**src/rtl/snoop_pkg.sv**
```systemverilog
// snoop_pkg: shared definitions for the snooping-bus cache responder.
//   - MSI line state encodings
//   - bus message type codes and probe kinds
//   - bus field layout helpers: {kind, type, addr, data}, from MSB to LSB
//   - responder FSM state type
package snoop_pkg;

  typedef enum logic [1:0] {
    ST_I = 2'b00,
    ST_S = 2'b01,
    ST_M = 2'b10
  } msi_t;

  localparam int unsigned MSG_W  = 2;
  localparam int unsigned KIND_W = 2;

  localparam logic [MSG_W-1:0] MSG_DATA  = 2'b00;
  localparam logic [MSG_W-1:0] MSG_WB    = 2'b01;
  localparam logic [MSG_W-1:0] MSG_INV   = 2'b10;
  localparam logic [MSG_W-1:0] MSG_PROBE = 2'b11;

  localparam logic [KIND_W-1:0] KIND_RD_MISS = 2'b00;
  localparam logic [KIND_W-1:0] KIND_WR_MISS = 2'b01;

  localparam int unsigned BUS_DATA_LSB = 0;

  function automatic int unsigned bus_addr_lsb(input int unsigned data_w);
    return BUS_DATA_LSB + data_w;
  endfunction

  function automatic int unsigned bus_type_lsb(input int unsigned addr_w,
                                               input int unsigned data_w);
    return bus_addr_lsb(data_w) + addr_w;
  endfunction

  function automatic int unsigned bus_kind_lsb(input int unsigned addr_w,
                                               input int unsigned data_w);
    return bus_type_lsb(addr_w, data_w) + MSG_W;
  endfunction

  typedef enum logic [2:0] {
    IDLE,
    LOOKUP,
    RESPOND,
    UPDATE,
    HOLD
  } fsm_t;

endpackage

```
**src/rtl/snoop_tag_array.sv**
```systemverilog
// snoop_tag_array: LINES-entry direct-mapped store of {tag, data, MSI state}.
//   clk_i, rst_ni          clock, async active-low clear (all lines I, tag/data 0)
//   rd_idx_i -> rd_*_o     combinational read port
//   we_i, wr_idx_i, wr_*_i synchronous write port
module snoop_tag_array
  import snoop_pkg::*;
#(
  parameter int unsigned LINES  = 4,
  parameter int unsigned IDX_W  = 2,
  parameter int unsigned TAG_W  = 1,
  parameter int unsigned DATA_W = 3
) (
  input  logic              clk_i,
  input  logic              rst_ni,
  input  logic [IDX_W-1:0]  rd_idx_i,
  output logic [TAG_W-1:0]  rd_tag_o,
  output logic [DATA_W-1:0] rd_data_o,
  output msi_t              rd_state_o,
  input  logic              we_i,
  input  logic [IDX_W-1:0]  wr_idx_i,
  input  logic [TAG_W-1:0]  wr_tag_i,
  input  logic [DATA_W-1:0] wr_data_i,
  input  msi_t              wr_state_i
);

  logic [TAG_W-1:0]  tag_q   [LINES];
  logic [DATA_W-1:0] data_q  [LINES];
  msi_t              state_q [LINES];

  always_ff @(posedge clk_i or negedge rst_ni) begin
    if (!rst_ni) begin
      for (int unsigned i = 0; i < LINES; i++) begin
        tag_q[i]   <= '0;
        data_q[i]  <= '0;
        state_q[i] <= ST_I;
      end
    end else if (we_i) begin
      tag_q[wr_idx_i]   <= wr_tag_i;
      data_q[wr_idx_i]  <= wr_data_i;
      state_q[wr_idx_i] <= wr_state_i;
    end
  end

  assign rd_tag_o   = tag_q[rd_idx_i];
  assign rd_data_o  = data_q[rd_idx_i];
  assign rd_state_o = state_q[rd_idx_i];

endmodule

```
**src/rtl/snoop_responder.sv**
```systemverilog
// snoop_responder: cache-side end of the snooping bus protocol.
//   clock, clear       rising-edge clock, async active-low reset
//   snoop_en, bus      listen window (rising edge starts one snoop) and bus message
//   shared            addressed block held in S or M
//   bus_out, wb_valid  abort/write-back message offered to the sequencer
//   loc_*              local install/update port (ready/valid)
//   snoop_done         one-cycle pulse when the snoop's state update is applied
// Optional: SNOOP_STATS_EN adds saturating hit_cnt / wb_cnt outputs.
module snoop_responder
  import snoop_pkg::*;
#(
  parameter int unsigned LINES  = 4,
  parameter int unsigned ADDR_W = 3,
  parameter int unsigned DATA_W = 3
) (
  input  logic                                  clock,
  input  logic                                  clear,
  input  logic                                  snoop_en,
  input  logic [KIND_W+MSG_W+ADDR_W+DATA_W-1:0] bus,
  output logic                                  shared,
  output logic [KIND_W+MSG_W+ADDR_W+DATA_W-1:0] bus_out,
  output logic                                  wb_valid,
  input  logic                                  loc_valid,
  output logic                                  loc_ready,
  input  logic [ADDR_W-1:0]                     loc_addr,
  input  logic [DATA_W-1:0]                     loc_data,
  input  logic [1:0]                            loc_state,
  output logic                                  snoop_done
`ifdef SNOOP_STATS_EN
  ,
  output logic [7:0]                            hit_cnt,
  output logic [7:0]                            wb_cnt
`endif
);

  localparam int unsigned BUS_W  = KIND_W + MSG_W + ADDR_W + DATA_W;
  localparam int unsigned IDX_W  = $clog2(LINES);
  localparam int unsigned TAG_W  = ADDR_W - IDX_W;
  localparam int unsigned A_LSB  = bus_addr_lsb(DATA_W);
  localparam int unsigned T_LSB  = bus_type_lsb(ADDR_W, DATA_W);
  localparam int unsigned K_LSB  = bus_kind_lsb(ADDR_W, DATA_W);

  fsm_t              state_q;
  logic              snoop_en_q;
  logic [KIND_W-1:0] kind_q;
  logic [MSG_W-1:0]  type_q;
  logic [ADDR_W-1:0] addr_q;
  logic              hit_q;
  msi_t              lstate_q;
  logic [DATA_W-1:0] ldata_q;
  logic              shared_q;
  logic [BUS_W-1:0]  bus_out_q;
  logic              wb_valid_q;
  logic              done_q;

  logic [TAG_W-1:0]  rd_tag;
  logic [DATA_W-1:0] rd_data;
  msi_t              rd_state;
  logic              we;
  logic [IDX_W-1:0]  wr_idx;
  logic [TAG_W-1:0]  wr_tag;
  logic [DATA_W-1:0] wr_data;
  msi_t              wr_state;

  logic snoop_rise;
  logic is_probe, rd_probe, wr_probe, is_inv, kill, targeted, ignored;

  assign snoop_rise = snoop_en & ~snoop_en_q;

  assign is_probe = (type_q == MSG_PROBE);
  assign rd_probe = is_probe && (kind_q == KIND_RD_MISS);
  assign wr_probe = is_probe && (kind_q == KIND_WR_MISS);
  assign is_inv   = (type_q == MSG_INV);
  assign kill     = wr_probe | is_inv;
  assign targeted = rd_probe | kill;
  // Probes of unknown kind behave as if nothing matched.
  assign ignored  = is_probe & ~(rd_probe | wr_probe);

  // Gated with clear so the local port never looks ready while in reset.
  assign loc_ready = clear && (state_q == IDLE) && !snoop_rise;

  snoop_tag_array #(
    .LINES (LINES),
    .IDX_W (IDX_W),
    .TAG_W (TAG_W),
    .DATA_W(DATA_W)
  ) u_array (
    .clk_i     (clock),
    .rst_ni    (clear),
    .rd_idx_i  (addr_q[IDX_W-1:0]),
    .rd_tag_o  (rd_tag),
    .rd_data_o (rd_data),
    .rd_state_o(rd_state),
    .we_i      (we),
    .wr_idx_i  (wr_idx),
    .wr_tag_i  (wr_tag),
    .wr_data_i (wr_data),
    .wr_state_i(wr_state)
  );

  // Single write port: the snoop update owns it in UPDATE, the local port
  // otherwise (loc_ready is low outside IDLE, so the two never collide).
  always_comb begin
    we       = 1'b0;
    wr_idx   = loc_addr[IDX_W-1:0];
    wr_tag   = loc_addr[ADDR_W-1:IDX_W];
    wr_data  = loc_data;
    wr_state = msi_t'(loc_state);
    if (state_q == UPDATE) begin
      we      = hit_q && targeted;
      wr_idx  = addr_q[IDX_W-1:0];
      wr_tag  = addr_q[ADDR_W-1:IDX_W];
      wr_data = ldata_q;
      if (kill) wr_state = ST_I;
      else      wr_state = (lstate_q == ST_M) ? ST_S : lstate_q;
    end else if (loc_valid && loc_ready) begin
      we = 1'b1;
    end
  end

  always_ff @(posedge clock or negedge clear) begin
    if (!clear) begin
      state_q    <= IDLE;
      snoop_en_q <= 1'b0;
      kind_q     <= '0;
      type_q     <= '0;
      addr_q     <= '0;
      hit_q      <= 1'b0;
      lstate_q   <= ST_I;
      ldata_q    <= '0;
      shared_q   <= 1'b0;
      bus_out_q  <= '0;
      wb_valid_q <= 1'b0;
      done_q     <= 1'b0;
    end else begin
      snoop_en_q <= snoop_en;
      done_q     <= 1'b0;
      case (state_q)
        IDLE: begin
          if (snoop_rise) begin
            kind_q  <= bus[K_LSB +: KIND_W];
            type_q  <= bus[T_LSB +: MSG_W];
            addr_q  <= bus[A_LSB +: ADDR_W];
            state_q <= LOOKUP;
          end
        end
        LOOKUP: begin
          hit_q    <= (rd_state != ST_I) && (rd_tag == addr_q[ADDR_W-1:IDX_W]);
          lstate_q <= rd_state;
          ldata_q  <= rd_data;
          state_q  <= RESPOND;
        end
        RESPOND: begin
          shared_q <= hit_q && !ignored;
          if (hit_q && (lstate_q == ST_M) && targeted) begin
            bus_out_q  <= {{KIND_W{1'b0}}, MSG_WB, addr_q, ldata_q};
            wb_valid_q <= 1'b1;
          end else begin
            bus_out_q  <= '0;
            wb_valid_q <= 1'b0;
          end
          state_q <= UPDATE;
        end
        UPDATE: begin
          done_q  <= 1'b1;
          state_q <= HOLD;
        end
        HOLD: begin
          // shared stays until the next snoop overwrites it.
          if (!snoop_en) begin
            bus_out_q  <= '0;
            wb_valid_q <= 1'b0;
            state_q    <= IDLE;
          end
        end
        default: state_q <= IDLE;
      endcase
    end
  end

  assign shared     = shared_q;
  assign bus_out    = bus_out_q;
  assign wb_valid   = wb_valid_q;
  assign snoop_done = done_q;

`ifdef SNOOP_STATS_EN
  logic [7:0] hit_cnt_q;
  logic [7:0] wb_cnt_q;

  always_ff @(posedge clock or negedge clear) begin
    if (!clear) begin
      hit_cnt_q <= '0;
      wb_cnt_q  <= '0;
    end else if (state_q == UPDATE) begin
      if (hit_q && (hit_cnt_q != '1))      hit_cnt_q <= hit_cnt_q + 8'd1;
      if (wb_valid_q && (wb_cnt_q != '1))  wb_cnt_q  <= wb_cnt_q + 8'd1;
    end
  end

  assign hit_cnt = hit_cnt_q;
  assign wb_cnt  = wb_cnt_q;
`endif

endmodule

```
**config.mk**
```make
export PLATFORM = sky130hd
export DESIGN_NAME = snoop_responder
export DESIGN_NICKNAME = d
export VERILOG_FILES = /design/src/rtl/snoop_pkg.sv /design/src/rtl/snoop_tag_array.sv /design/src/rtl/snoop_responder.sv
export SDC_FILE = /design/constraint.sdc
export NUM_CORES = 1
export LEC_CHECK = 0
export CAP_MARGIN = 5
export CORE_MARGIN = 4
export CORE_UTILIZATION = 50
export CTS_CLUSTER_SIZE = 14
export DETAILED_ROUTE_END_ITERATION = 10
export PLACE_DENSITY = 0.72
export SLEW_MARGIN = 20
export SYNTH_ARGS = -nofsm -noshare
export SYNTH_HDL_FRONTEND = slang
export SYNTH_HIERARCHICAL = 1
export SYNTH_SLANG_ARGS = --single-unit
```
**constraint.sdc**
```tcl
create_clock -name clock -period 5.75 [get_ports clock]
set_input_delay 1.15 -clock clock [delete_from_list [all_inputs] [get_ports clock]]
set_output_delay 1.15 -clock clock [all_outputs]
set_load 0.01 [all_outputs]
```
==> metrics <==
Most Frequent Cell on Critical Path clkdlybuf4s50_1; Max-Cap Viols 0; filler cell count 339; die boundary height 75.10 µm; drt via density roughly 5.7; vias 1418; cells on worst reg2reg path 4; first-pass GRT wire length between 7000 and 8000 µm; GPL Wtd Cong approximately 0.8; area delta synth->final 18.40%; Slowest-stage cell, CP clkdlybuf4s50_1; Max IR drop VDD ~0.25 mV; nets about 220; post-synthesis sequential area ratio 0.5559; distinct cell type count after synthesis 31; crit path kind in -> out; cells after synthesis around 170; Reg2Reg Launch Point state_q[2]$_DFFE_PN0P_; crit path time final 3.745 ns; # DRC 0; Power Dens Cells 461.2 nW/µm²; dpl ws 2.001 ns; Synth top area share 0.5559; antenna violations before repair 0; Slew headroom 0.5228; starting density of the core 0.5170; postcts setup bufs 0; CP arrival approximately 2.6 ns; worst r2r dst u_array/state_q[6]$_DFFE_PN0P_; die width about 75 µm; CTS tree done; DRT iter0 DRCs between 70 and 80; largest net degree at the start of global routing 52; dpl hpwl roughly 3200 µm; commonest non-fill, non-tap cells in the layout dfrtp_1, mux2_2, clkdlybuf4s50_1; clock latency on the worst-skew pair 0.30 ns; gr usage total 0.1752; status finished, final reports clean; clock slew at reported path FFs 0.08 ns; fin. max-slew vios 0; R2R Setup Slk 3.31 ns; total clock buffers created by CTS 5; hold depth 2; Final Hold Vio Count 0; CP max FO 4; Worst Clk Skew ~0.0051 ns; Avg Cell Area, Syn about 14 µm²; Synth Flop Type dfrtp_1; worst path required time ~4.6 ns; Area contributors post-synth dfrtp_1, mux2_2, mux4_2, nand2_1, a22o_1; CTS resizes 0; number of synthesized flops with an enable pin 0; CTS root buf clkbuf_8; H-tree Lvls 2; commonest non-fill, non-tap cell in the layout dfrtp_1; Ys Warns 6; io pins 36; hold slack final about 0.5 ns; largest area contributor in the netlist dfrtp_1; unrepaired setup endpoints after global routing no; total power 1.229 mW; Register Area between 1000 and 1500 µm²; n_diodes 0; Clock Tree Buf Depth 2; std cell rows 24; Crit path largest cell delay between 0.5 and 0.6 ns; Routed WL per cell 18.39 µm; actual slew at the worst max-slew pin 0.7143 ns; Cell Area, Synth approximately 2300 µm²; Setup crit end kind output pin; Sink Count 50; CP startpoint snoop_en; share of layout cells above drive strength 1 0.3030; Pleak 1.202 nW; Critical Path, Cell by Cell clkdlybuf4s50_1 -> nor2b_1 -> and3b_1 -> clkdlybuf4s50_1; die area 5639 µm²; PortBufs 29; final setup margin around 2 ns; CTS Hold Bufs 0; number of global-route vias before repair roughly 1500; DRT antenna net count 0; CORE AREA roughly 4400 µm²; grt ovf 0; Setup crit start kind input port; Final TNS setup 0 ns; crit share post-route 0.6514; # setup viols final 0; area of the multi-input gates slightly below 1000 µm²; 1st-pass router iterations 4; #FFs+latches synth 50; crit path to loc_ready; fraction of registers with async set/reset 1.000; fmax about 270 MHz; total routed wirelength 4597 µm; Hold Crit Class reg -> reg
==> power breakdown <==
| group | switching [mW] | internal (mW) | total [mW] |
|---|---|---|---|
| clock | 0.112 | 0.0972 | 0.209 |
| combinational | 0.170 | 0.244 | 0.414 |
| sequential | 0.119 | 0.486 | 0.606 |
==> sequential cells by signal, summed over array words and instances (netlist names) <==
signal,cells
snoop_done,1
ldata_q,3
hit_q,1
snoop_en_q,1
lstate_q,2
bus_out,7
addr_q,3
kind_q,2
state_q,3
u_array/state_q,8
u_array/tag_q,4
type_q,2
shared,1
u_array/data_q,12
==> cells by family after synthesis <==
kind of cell,share of synthesized area
multiplexers,0.2451
AO/OA/AOI/OAI,0.05781
XOR/XNOR,0.003892
AND/OR/NAND/NOR,0.1151
buffers and inverters,0.02056
flip-flops,0.5559
other,0.001666
==> routing by layer <==
metal,up-vias,share of wire,track usage
met5,-,0,0
met2,26,0.53,0.3075
met4,0,0.012,0.05731
met1,729,0.42,0.2145
li1,656,-,-
met3,7,0.040,0.03738
==> worst min path at each step <==
| stage | start | endpoint |
|---|---|---|
| after CTS | u_array/data_q[6]$_DFFE_PN0P_ | u_array/data_q[6]$_DFFE_PN0P_ |
| after floorplan | ldata_q[0]$_DFFE_PN0P_ | ldata_q[0]$_DFFE_PN0P_ |
| after global routing | u_array/state_q[1]$_DFFE_PN0P_ | u_array/state_q[1]$_DFFE_PN0P_ |
| after global placement | shared$_DFFE_PN0P_ | shared$_DFFE_PN0P_ |
| final | shared$_DFFE_PN0P_ | shared$_DFFE_PN0P_ |
| after detailed placement | bus_out[2]$_DFFE_PN0P_ | bus_out[2]$_DFFE_PN0P_ |
==> layout make-up <==
cell class	instances	share of cell area
Sequential cell	50	0.4695
Multi-Input combinational cell	109	0.3606
Timing Repair Buffer	30	0.1099
Clock buffer	7	0.03239
Tap cell	52	0.02441
Clock inverter	1	0.001878
Inverter	1	0.001408
==> critical path, delay by kind of cell <==
family / cells / cell delay [ns]
buffers and inverters: 2 / 1.00
AND/OR/NAND/NOR: 2 / 0.45
==> cell usage after synthesis (2+ instances only) <==
master and n:
buf_4 4, nor3_1 2, o31ai_1 3, a22o_1 7, nand2_1 26, dfrtp_1 50, o21ai_0 3, nand3b_2 2
nand3_1 2, mux2_2 37, mux4_2 6, nor2_1 2, nand2b_1 3
==> stage by stage <==
| step | area (µm²) | utilization | cells |
|---|---|---|---|
| floorplan | 2258 | - | 167 |
| global placement | 2574 | 0.5911 | 242 |
| detailed placement | 2574 | 0.5911 | 242 |
| CTS | 2665 | 0.6121 | 250 |
| global route | 2665 | 0.6121 | 250 |
| finish | 2665 | 0.6121 | 250 |
(Power assumes the default switching activity.)
